`src/rtl/prog_streamer_pkg.sv`:
```
// prog_streamer_pkg: shared widths, register map and state type for the burst programmer
package prog_streamer_pkg;
  localparam int DEF_LOG_CORES   = 3;
  localparam int DEF_PC_WIDTH    = 8;
  localparam int DEF_INSTR_WIDTH = 32;
  localparam int DEF_WB_WIDTH    = 32;
  typedef enum logic [1:0] {REG_CTRL, REG_DATA, REG_STATUS, REG_ABORT} reg_e;
  localparam int CTRL_SEL    = 8;
  localparam int CTRL_BCAST  = 15;
  localparam int CTRL_COUNT  = 16;
  localparam int ST_LEVEL    = 16;
  localparam int ST_CMD_ERR  = 29;
  localparam int ST_OVERFLOW = 30;
  localparam int ST_BUSY     = 31;
  typedef enum logic {IDLE, STREAM} state_e;
endpackage

```
`src/rtl/prog_fifo.sv`:
```
// prog_fifo: power-of-two ring buffer with push/pop/flush and occupancy level
module prog_fifo #(
  parameter int DEPTH = 4,
  parameter int WIDTH = 32
) (
  input  logic                       clk,
  input  logic                       rst_n,
  input  logic                       push,
  input  logic                       pop,
  input  logic                       flush,
  input  logic [WIDTH-1:0]           din,
  output logic [WIDTH-1:0]           dout,
  output logic [$clog2(DEPTH):0]     level,
  output logic                       full,
  output logic                       empty
);
  localparam int AW = $clog2(DEPTH);
  localparam int LW = AW + 1;
  logic [WIDTH-1:0] mem [DEPTH];
  logic [AW-1:0] rd_ptr, wr_ptr;
  always_ff @(posedge clk or negedge rst_n)
    if (!rst_n) begin
      rd_ptr <= '0;
      wr_ptr <= '0;
      level  <= '0;
    end else if (flush) begin
      rd_ptr <= '0;
      wr_ptr <= '0;
      level  <= '0;
    end else begin
      if (push) wr_ptr <= wr_ptr + AW'(1);
      if (pop) rd_ptr <= rd_ptr + AW'(1);
      level <= level + LW'(push) - LW'(pop);
    end
  always_ff @(posedge clk)
    if (push && !flush) mem[wr_ptr] <= din;
  assign dout  = mem[rd_ptr];
  assign full  = level[AW];
  assign empty = level == '0;
endmodule

```
`src/rtl/prog_streamer.sv`:
```
// prog_streamer: host-armed burst sequencer feeding the core instruction memories
module prog_streamer import prog_streamer_pkg::*; #(
  parameter int LOG_CORES   = DEF_LOG_CORES,
  parameter int PC_WIDTH    = DEF_PC_WIDTH,
  parameter int INSTR_WIDTH = DEF_INSTR_WIDTH,
  parameter int WB_WIDTH    = DEF_WB_WIDTH,
  parameter int FIFO_DEPTH  = 4
) (
  input  logic                   clk,
  input  logic                   rst_n,
  input  logic                   cmd_we,
  input  logic [1:0]             cmd_addr,
  input  logic [WB_WIDTH-1:0]    cmd_wdata,
  output logic [WB_WIDTH-1:0]    cmd_rdata,
  input  logic                   dir_we,
  input  logic [LOG_CORES-1:0]   dir_sel,
  input  logic [PC_WIDTH-1:0]    dir_waddr,
  input  logic [INSTR_WIDTH-1:0] dir_wdata,
  output logic                   prog_we,
  output logic [LOG_CORES-1:0]   prog_sel,
  output logic [PC_WIDTH-1:0]    prog_waddr,
  output logic [INSTR_WIDTH-1:0] prog_wdata,
  output logic                   done
);
  localparam int LW = $clog2(FIFO_DEPTH) + 1;
  localparam int RW = PC_WIDTH + 1;
  state_e state, state_nx;
  logic [PC_WIDTH-1:0] addr_q;
  logic [LOG_CORES-1:0] core_q;
  logic bcast_q, overflow, cmd_err;
  logic [RW-1:0] remaining, count;
  logic is_ctrl, is_data, abort, busy, issue, last, pop, push, start, finish, full, empty;
  logic [LW-1:0] level;
  logic [INSTR_WIDTH-1:0] head;
  logic unused_ok;
  assign unused_ok = ^cmd_wdata;
  assign is_ctrl = cmd_we && cmd_addr == REG_CTRL;
  assign is_data = cmd_we && cmd_addr == REG_DATA;
  assign abort   = cmd_we && cmd_addr == REG_ABORT;
  assign count   = cmd_wdata[CTRL_COUNT +: RW];
  assign busy    = state == STREAM;
  assign issue   = busy && !empty && !dir_we && !abort;
  // a broadcast word only retires once the last core has been written
  assign last    = !bcast_q || &core_q;
  assign pop     = issue && last;
  // words already queued must never exceed what the burst still needs
  assign push    = is_data && busy && (!full || pop) && RW'(level) < remaining;
  assign start   = is_ctrl && !busy && count != '0;
  assign finish  = pop && remaining == RW'(1);
  prog_fifo #(.DEPTH(FIFO_DEPTH), .WIDTH(INSTR_WIDTH)) u_fifo (
    .clk   (clk),
    .rst_n (rst_n),
    .push  (push),
    .pop   (pop),
    .flush (abort),
    .din   (cmd_wdata[INSTR_WIDTH-1:0]),
    .dout  (head),
    .level (level),
    .full  (full),
    .empty (empty)
  );
  always_ff @(posedge clk or negedge rst_n)
    if (!rst_n) state <= IDLE;
    else state <= state_nx;
  always_comb state_nx = (abort || finish) ? IDLE : start ? STREAM : state;
  always_ff @(posedge clk or negedge rst_n)
    if (!rst_n) begin
      addr_q    <= '0;
      core_q    <= '0;
      bcast_q   <= 1'b0;
      remaining <= '0;
      overflow  <= 1'b0;
      cmd_err   <= 1'b0;
      done      <= 1'b0;
    end else begin
      done <= finish || (abort && busy);
      if (abort) begin
        remaining <= '0;
        core_q    <= '0;
        overflow  <= 1'b0;
        cmd_err   <= 1'b0;
      end else begin
        if (start) begin
          addr_q    <= cmd_wdata[PC_WIDTH-1:0];
          bcast_q   <= cmd_wdata[CTRL_BCAST];
          core_q    <= cmd_wdata[CTRL_BCAST] ? '0 : cmd_wdata[CTRL_SEL +: LOG_CORES];
          remaining <= count;
        end else if (issue) begin
          core_q <= bcast_q ? core_q + LOG_CORES'(1) : core_q;
          if (last) begin
            addr_q    <= addr_q + PC_WIDTH'(1);
            remaining <= remaining - RW'(1);
          end
        end
        if (is_ctrl && busy) cmd_err <= 1'b1;
        if (is_data && !push) overflow <= 1'b1;
      end
    end
  always_comb begin
    prog_we    = dir_we || issue;
    prog_sel   = dir_we ? dir_sel : issue ? core_q : '0;
    prog_waddr = dir_we ? dir_waddr : issue ? addr_q : '0;
    prog_wdata = dir_we ? dir_wdata : issue ? head : '0;
  end
  always_comb begin
    cmd_rdata              = '0;
    cmd_rdata[RW-1:0]      = remaining;
    cmd_rdata[ST_LEVEL +: LW] = level;
    cmd_rdata[ST_CMD_ERR]  = cmd_err;
    cmd_rdata[ST_OVERFLOW] = overflow;
    cmd_rdata[ST_BUSY]     = busy;
  end
endmodule

```
`config.mk`:
```
export PLATFORM = sky130hd
export DESIGN_NAME = prog_streamer
export DESIGN_NICKNAME = d
export VERILOG_FILES = /design/src/rtl/prog_streamer_pkg.sv /design/src/rtl/prog_fifo.sv /design/src/rtl/prog_streamer.sv
export SDC_FILE = /design/constraint.sdc
export NUM_CORES = 1
export LEC_CHECK = 0
export CORE_MARGIN = 5
export CORE_UTILIZATION = 55
export CTS_BUF_LIST = sky130_fd_sc_hd__clkbuf_8 sky130_fd_sc_hd__clkbuf_16
export DETAILED_ROUTE_END_ITERATION = 8
export PLACE_DENSITY_LB_ADDON = 0.05
export SETUP_SLACK_MARGIN = 0.1
export SLEW_MARGIN = 40
export SYNTH_ARGS = -nofsm -noshare
export SYNTH_HDL_FRONTEND = slang
export SYNTH_SLANG_ARGS = --single-unit
```
`constraint.sdc`:
```
create_clock -name clk -period 7 [get_ports clk]
set_input_delay 1.75 -clock clk [delete_from_list [all_inputs] [get_ports clk]]
set_output_delay 1.75 -clock clk [all_outputs]
set_load 0.02 [all_outputs]
```
==> reports/metrics.csv, run 1 <==
metric,value,unit
largest family of logic cells by synthesized area,multiplexers,
Gate Count Post-Synth,449,
worst path cell trace,clkdlybuf4s50_1 > and3_1 > buf_4 > nor3_2 > buf_4 > a22o_1 > clkdlybuf4s50_1,
CTS Buffer Depth,2,
Worst Path Max Fanout,32,
CTS Buf Count,17,
Ys Warns,0,
Syn-to-layout area delta,30.4,%
GRT Total Usage,21.0,%
DR vias,4324,
IO Count,158,
Residual DRC,0,
register area share after synthesis,65.1,%
Multi-input gate area,2290,sq um
FILL cells,836,
post-DP HPWL,10200,microns
final setup vio count,0,
Util after Layout,73.4,%
Post-Route Setup TNS,0,ns
Sequential cell area,4650,sq um
P_leak,3.34,nW
clk slew on worst S/H paths,0.06,ns
Post-Synthesis Cell Area,7130,sq um
Vert. Die Dim,124,microns
Clock Latency Late Sink,0.41,ns
Fmax achieved,170,MHz
crit end category,output pin,
Max Slew Vio Count,0,
"Hold Violations, Final",0,
Post-Synth Simple-Gate Area,6.98,%
WL per Instance,20.1,microns
Hold Worst Slack,0.485,ns
HP Class,flip-flop to flip-flop,
CP max-delay cell,clkdlybuf4s50_1,
CP bufs+invs,4,
WS Path Type,input pin to output pin,
diode count,0,
compound-cell area share of the yosys netlist,8.11,%
RePlAce Congestion,0.851,
Yosys cell types,47,
Adder-Cell Fraction of Synth Area,2.56,%
DIE WIDTH,124,microns
crit start category,input pin,
min Tclk post-route,5.89,ns
I/O Buffers,140,
PostCTS Resize Cnt,0,
Post-Synth XOR/XNOR Area,2.09,%
ys async rst share,20.0,%
total iterations of the first detailed-routing run,5,
vias per cell,5.59,
WP data arrival,4.14,ns
status,"complete, no violations",
CTS tree,yes,
Initial Util,56.3,%
first-pass GRT wire length,23800,microns
hold buffers post-CTS,0,
Worst path max stage delay,0.62,ns
fin cells,773,
Post-CTS Setup Repair Bufs,0,
max_slew headroom,43.8,%
WP data required,5.25,ns
Initial DRC Count,286,
Worst Max-Slew Pin Slew,0.835,ns
final worst clock skew,0.00977,ns
H-tree Lvls,4,
clock root cell,clkbuf_16,
Crit path max-delay family,buffers and inverters,
largest net degree at the start of global routing,45,
max cap viols,0,
Yosys reg bits,160,
prevailing post-synth register cell,edfxtp_1,
Routed WL,15500,microns
Final ANT Viol Nets,0,
unrepaired setup endpoints after global routing,false,
placed cells,741,
layout cells sized above 1,14.6,%
pwr/cell area,354,nW/um^2
final worst path period share,84.1,%
Nets,683,
die area,15300,sq um
Post-synth EDFFs,128,
post-synthesis mux area share,11.0,%
vias in the first global route,4508,
clk sinks,160,
row count,41,
Core ar.,12700,sq um
initial antenna violation count,0,
worst vdd ir,0.000228,V
Avg Inst Size Synth,15.9,sq um
gr ovfl total,0,
## final timing paths
path                             start  depth (start not counted)  slack, ns               end
min                           overflow                          2       0.49          overflow
max reg2reg                  core_q[0]                         11       3.97   u_fifo.level[2]
max                        cmd_addr[1]                          7       1.11    prog_wdata[19]
max in group asynchronous        rst_n                          2       4.92  u_fifo.rd_ptr[1]
min in group asynchronous        rst_n                          2       1.74         addr_q[4]
min reg2reg                   overflow                          2       0.49          overflow
## where the power goes
part | leakage (nW) | internal (mW) | switching, mW
registers | 1.55 | 1.14 | 0.154
logic | 1.45 | 0.530 | 0.472
clock network | 0.336 | 0.654 | 0.343
## cell type report
type,count,share of cell area [%]
sequential,160,50.0
multi-input combinational,250,24.6
timing repair buffer,149,15.7
clock buffer,20,5.02
tap,172,2.31
clock inverter,12,1.92
inverter,10,0.404
## worst reg2reg max path, delay by kind of cell (launching register included)
kind            cells  cell delay (ns)
compound gates      1             0.67
fa+ha+maj           4             0.93
simple gates        3             0.55
buf+inv             1             0.05
flops               1             0.40
xor+xnor            2             0.31
## state kept, by name (all words and copies together) (netlist names), 2 cells and up
| signal | cells |
|---|---|
| u_fifo.mem | 128 |
| u_fifo.level | 3 |
| remaining | 9 |
| u_fifo.wr_ptr | 2 |
| u_fifo.rd_ptr | 2 |
| addr_q | 8 |
| core_q | 3 |
## cells by family after synthesis
logic type | after synthesis
flops | 160
simple gates | 91
compound gates | 73
buf+inv | 55
xor+xnor | 17
other cells | 1
mux | 38
fa+ha+maj | 14
## Yosys cell counts, types with 5 or more instances
| cell | number | area (sq um) |
|---|---|---|
| inv_1 | 10 | 37.5 |
| clkbuf_1 | 18 | 67.6 |
| o21ai_0 | 17 | 85.1 |
| edfxtp_1 | 128 | 3840 |
| a22o_1 | 43 | 377 |
| nand3_1 | 5 | 25.0 |
| nor2_1 | 12 | 45.0 |
| dfrtp_1 | 32 | 801 |
| nor3_1 | 5 | 25.0 |
| and2_1 | 6 | 37.5 |
| mux4_2 | 32 | 721 |
| buf_4 | 21 | 158 |
| xor2_1 | 13 | 114 |
| nand2_1 | 30 | 113 |
| ha_1 | 13 | 163 |
## through the flow
step / total power, mW / area [sq um] / setup WS (ns)
floorplan: 1.94 / 7190 / 2.14
global placement: 2.30 / 8650 / 1.22
detailed placement: 2.32 / 8650 / 1.11
CTS: 3.32 / 9300 / 1.11
global route: 3.45 / 9300 / 0.995
finish: 3.29 / 9300 / 1.11
## routing by layer
layer  GRT usage, %  part of all wire (%)  vias up
li1               -                     -     1995
met1           27.8                    42     2160
met2           34.6                    51      160
met3           4.72                   6.4        9
met4           6.85                  0.84        0
met5              0                     0        -
## cell usage in the layout, fill, tap and decap left out, drive strengths merged, types with 4 or more instances in the layout
| cell | instances |
|---|---|
| a22o | 43 |
| nor4 | 4 |
| xor2 | 13 |
| mux2i | 4 |
| edfxtp | 128 |
| clkdlybuf4s50 | 139 |
| nor2 | 12 |
| mux4 | 32 |
| nand3 | 5 |
| nand2 | 30 |
| or4 | 4 |
| nor3 | 6 |
| buf | 10 |
| o31ai | 4 |
| bufinv | 5 |
| dfrtp | 32 |
| or3 | 5 |
| nand4 | 4 |
| conb | 17 |
| inv | 15 |
| xnor2 | 4 |
| ha | 13 |
| o21ai | 17 |
| clkbuf | 20 |
| and2 | 6 |
Power figures use the tool's default switching activity.
==> run 2: changes to the inputs <==
--- a/config.mk
+++ b/config.mk
@@ -6,7 +6,7 @@
 export NUM_CORES = 1
 export LEC_CHECK = 0
 export CORE_MARGIN = 5
-export CORE_UTILIZATION = 55
+export CORE_UTILIZATION = 51
 export CTS_BUF_LIST = sky130_fd_sc_hd__clkbuf_8 sky130_fd_sc_hd__clkbuf_16
 export DETAILED_ROUTE_END_ITERATION = 8
 export PLACE_DENSITY_LB_ADDON = 0.05
==> constraint.sdc (replaced) <==
create_clock -name clk -period 5.8 [get_ports clk]
set_input_delay 1.45 -clock clk [delete_from_list [all_inputs] [get_ports clk]]
set_output_delay 1.45 -clock clk [all_outputs]
set_load 0.02 [all_outputs]
==> reports/metrics.csv, run 2 (synthesis results as in run 1) <==
metric,value,unit,change
Final ANT Viol Nets,0,,unchanged
Clock Latency Late Sink,0.41,ns,about the same
final worst clock skew,0.00847,ns,-0.00130 ns
Sw Share,31.0,%,+1.5 points
crit end category,output pin,,
largest net degree at the start of global routing,45,,unchanged
post-DP HPWL,10500,microns,+2.8%
die area,16400,sq um,+7.2%
min Tclk post-route,5.05,ns,
worst path cell trace,clkdlybuf4s50_1 > and3_1 > nor3_2 > buf_4 > a22o_1 > clkdlybuf4s50_1,,
Worst path max stage delay,0.61,ns,about the same
most frequent cells in the layout,"139 x clkdlybuf4s50_1, 128 x edfxtp_1, 43 x a22o_1",,
Crit path max-delay family,buffers and inverters,,
Worst Path Max Fanout,22,,-31%
H-tree Lvls,4,,unchanged
first-pass GRT wire length,24600,microns,+3.7%
WL per Instance,19.9,microns,-1.0%
Syn-to-layout area delta,29.0,%,
status,"complete, no violations",,
GRT Total Usage,19.9,%,-1.1 points
Core ar.,13800,sq um,+8.7%
clk sinks,160,,unchanged
Residual DRC,0,,unchanged
hold buffers post-CTS,0,,unchanged
worst vdd ir,0.000266,V,+16%
PostCTS Resize Cnt,0,,unchanged
clk slew on worst S/H paths,0.06,ns,about the same
initial antenna violation count,0,,unchanged
RePlAce Congestion,0.844,,-0.82%
"most common cell after layout, fill and taps aside",clkdlybuf4s50_1,,
largest registers,"u_fifo.mem: 128 flops, remaining: 9 flops, addr_q: 8 flops",,
CP bufs+invs,3,,-1
P_leak,3.29,nW,-1.6%
Int Pwr,2.59,mW,+12%
IO Count,158,,unchanged
DIE WIDTH,128,microns,+3.5%
Reg power frac,42.1,%,+2.9 points
CTS Buf Count,17,,unchanged
Initial Util,51.8,%,-4.5 points
Top reg by flops,u_fifo.mem,,
Fmax achieved,198,MHz,
Clk pwr share,26.3,%,-4.0 points
DR vias,4301,,-0.53%
Nets,682,,-0.15%
Post-CTS Setup Repair Bufs,0,,unchanged
total iterations of the first detailed-routing run,4,,-1
gr ovfl total,0,,unchanged
Hold Worst Slack,0.507,ns,+0.0212 ns
Max Slew Vio Count,0,,unchanged
"Hold Violations, Final",0,,unchanged
CTS tree,yes,,
crit start category,input pin,,
Routed WL,15500,microns,-0.10%
Net Switching,1.16,mW,+20%
max reg flops,128,,unchanged
Worst Max-Slew Pin Slew,0.774,ns,-0.0614 ns
max cap viols,0,,unchanged
CP max-delay cell,clkdlybuf4s50_1,,
final setup vio count,0,,unchanged
vias per cell,5.51,,-1.4%
Initial DRC Count,302,,+5.6%
row count,43,,+4.9%
WS Path Type,input pin to output pin,,
pwr/cell area,408,nW/um^2,+15%
Vert. Die Dim,128,microns,+3.5%
clock root cell,clkbuf_16,,
Comb pwr share,31.6,%,+1.1 points
WP data arrival,3.60,ns,-0.54 ns
max_slew headroom,47.9,%,+4.1 points
diode count,0,,unchanged
unrepaired setup endpoints after global routing,false,,
layout cells sized above 1,14.5,%,-0.14 points
I/O Buffers,140,,unchanged
cell mode on critical path,clkdlybuf4s50_1,,
CTS Buffer Depth,2,,unchanged
Post-Route Setup TNS,0,ns,unchanged
final worst path period share,87.1,%,
WP data required,4.35,ns,-0.90 ns
HP Class,flip-flop to flip-flop,,
vias in the first global route,4586,,+1.7%
[run 2: worst reg2reg max path: stages (launching register included)]
cell and delay, ns:
dfrtp_1 0.40, ha_1 0.17, ha_1 0.13, nor2b_1 0.08
or3_4 0.44, a2111oi_4 0.64, ha_1 0.26, inv_1 0.05
fa_1 0.37, xor2_1 0.16, xnor2_1 0.14, nor2_1 0.05
[run 2: final timing paths]
check | from | endpoint | slack [ns] | cells past startpoint
setup / recovery | cmd_addr[1] | prog_wdata[27] | 0.75 | 6
hold / removal | overflow | overflow | 0.51 | 2
setup reg to reg | core_q[0] | u_fifo.level[2] | 2.79 | 11
hold reg to reg | overflow | overflow | 0.51 | 2
max in group asynchronous | rst_n | u_fifo.rd_ptr[1] | 4.00 | 2
min in group asynchronous | rst_n | addr_q[5] | 1.43 | 2
[run 2: layout make-up]
cell class	instances	area, sq um
flip-flops and latches	160	4650
fillers	979	4580
multi-input cells	250	2290
repair buffers	148	1460
clock buffers	20	478
well taps	180	225
clock inverters	12	55.1
inverters	10	37.5
[run 2: per-layer routing]
metal	vias up	part of all wire, %	track usage [%]
met5	-	0	0
met4	0	0.67	6.37
met3	10	6.7	5.96
met2	149	49	31.8
met1	2142	44	26.4
li1	2000	-	-
[run 2: stage by stage]
stage,utilization [%],worst slack (ns),total power [mW],cell area (sq um),instances
6_report,66.8,0.745,3.76,9200,780
3_5_place_dp,62.9,0.757,2.81,8660,748
2_1_floorplan,-,1.54,2.34,7190,465
5_1_grt,66.8,0.614,3.97,9200,780
4_1_cts,66.8,0.758,3.80,9200,780
3_3_place_gp,62.8,0.816,2.78,8650,748
[run 2: power by group through the flow]
stage / Clock, mW / Sequential (mW) / Combinational (mW)
after floorplan: 0 / 1.52 / 0.825
after global placement: 0 / 1.61 / 1.17
after detailed placement: 0 / 1.61 / 1.20
after CTS: 1.00 / 1.59 / 1.20
after global routing: 1.06 / 1.62 / 1.29
final: 0.988 / 1.58 / 1.19
==> run 3: changes to the inputs <==
--- a/config.mk
+++ b/config.mk
@@ -5,12 +5,12 @@
 export SDC_FILE = /design/constraint.sdc
 export NUM_CORES = 1
 export LEC_CHECK = 0
+export ABC_CLOCK_PERIOD_IN_PS = 5800
 export CORE_MARGIN = 5
 export CORE_UTILIZATION = 51
 export CTS_BUF_LIST = sky130_fd_sc_hd__clkbuf_8 sky130_fd_sc_hd__clkbuf_16
 export DETAILED_ROUTE_END_ITERATION = 8
 export PLACE_DENSITY_LB_ADDON = 0.05
-export SETUP_SLACK_MARGIN = 0.1
 export SLEW_MARGIN = 40
 export SYNTH_ARGS = -nofsm -noshare
 export SYNTH_HDL_FRONTEND = slang
==> results of run 3 <==
The final DEF is identical to that of run 2; final timing and power are the same.
==> edit (settings of run 2) <==
Make the reset (`rst_n`) synchronous in 3 clocked blocks.
--- a/src/rtl/prog_fifo.sv
+++ b/src/rtl/prog_fifo.sv
@@ -19,5 +19,5 @@
   logic [WIDTH-1:0] mem [DEPTH];
   logic [AW-1:0] rd_ptr, wr_ptr;
-  always_ff @(posedge clk or negedge rst_n)
+  always_ff @(posedge clk)
     if (!rst_n) begin
       rd_ptr <= '0;
--- a/src/rtl/prog_streamer.sv
+++ b/src/rtl/prog_streamer.sv
@@ -60,9 +60,9 @@
     .empty (empty)
   );
-  always_ff @(posedge clk or negedge rst_n)
+  always_ff @(posedge clk)
     if (!rst_n) state <= IDLE;
     else state <= state_nx;
   always_comb state_nx = (abort || finish) ? IDLE : start ? STREAM : state;
-  always_ff @(posedge clk or negedge rst_n)
+  always_ff @(posedge clk)
     if (!rst_n) begin
       addr_q    <= '0;
Behaviour: differs if rst_n is asserted again (counterexample within 4 cycles, from zero or initial values and one cycle with rst_n low); with rst_n held inactive, the same outputs for 4 cycles.
==> edit against run 2 <==
Global-route usage is 0.36 points lower; cell area is 0.34% lower; largest cell class unchanged; final cell count is 1.2% higher; routed wire length is 3.0% higher; critical endpoint is now prog_waddr[2]; worst setup slack worse by 14 ps; sequential cell count is 2 higher; area after synthesis is 0.21% lower.
Power is not compared: it rests on default switching activity, and its combinational part moved more than twofold at a synthesized area within 25%.
==> edit: results (changes against run 2) <==
| Metric | Value |
|---|---|
| Status | finished clean |
| Share of layout cells above drive strength 1 | 0.141 (-0.00378) |
| Post-synthesis sequential area ratio | 0.636 (-0.0155) |
| Comb_multi_in | 252 (+0.80%) |
| Largest family of logic cells by synthesized area | compound AO/OA/AOI/OAI gates |
| Multi-input combinational area share | 0.253 (+0.00331) |
| Iter 0 DRT Violations | 269 (-11%) |
| Mux cell area share after synthesis | 0.108 (-0.00205) |
| 1st-pass router iterations | 5 (+1) |
| Vias in the first global route | 4517 (-1.5%) |
| DR vias/cell | 5.80 (+5.1%) |
| Seq cells post-synth | 162 (+1.3%) |
| Gr usage total | 0.196 (-0.00357) |
| First-pass GRT wire length | 24200 um (-2.0%) |
| Adder-cell area share of the yosys netlist | 0.0257 (+0.0000540) |
| CP arrival | 3620 ps (+20 ps) |
| Fin nets | 691 (+1.3%) |
| Async S/R FF share, synth | 0 (-0.200) |
| Non-clk buf share | 0.157 (-0.00110) |
| Fillers | 1019 (+4.1%) |
| GR Util met2 | 0.326 (+0.00844) |
| Clk_skew | 7.64 ps (-0.835 ps) |
| Routed len/inst | 20.2 um (+1.8%) |
| Gpl congestion | 0.797 (-5.6%) |
| Plain + repair buffers | 146 (-1.4%) |
| Synth Area in Compound Gates | 0.116 (+0.0345) |
==> edit: path summary, 6_finish.rpt <==
kind / depth (start not counted) / from / endpoint
hold / removal: 2 / overflow / overflow
setup reg to reg: 6 / remaining[2] / u_fifo.mem[1][28]
hold reg to reg: 2 / overflow / overflow
setup / recovery: 6 / cmd_addr[1] / prog_waddr[2]
==> edit: per-stage QoR <==
| stage | utilization | cell area (um2) | setup slack, ps | std cells | hold slack, ps |
|---|---|---|---|---|---|
| 3_5_place_dp | 0.623 | 8580 | 744 | 757 | 464 |
| 3_3_place_gp | 0.622 | 8570 | 773 | 757 | 445 |
| 5_1_grt | 0.666 | 9170 | 580 | 789 | 506 |
| 2_1_floorplan | - | 7180 | 1610 | 479 | 426 |
| 4_1_cts | 0.666 | 9170 | 718 | 789 | 477 |
| 6_report | 0.666 | 9170 | 731 | 789 | 472 |
==> edit: critical path, stage by stage <==
cell and delay [ps]:
clkdlybuf4s50_1 530, nand3_1 250, and3_2 250, buf_4 310
a22o_1 200, clkdlybuf4s50_1 610
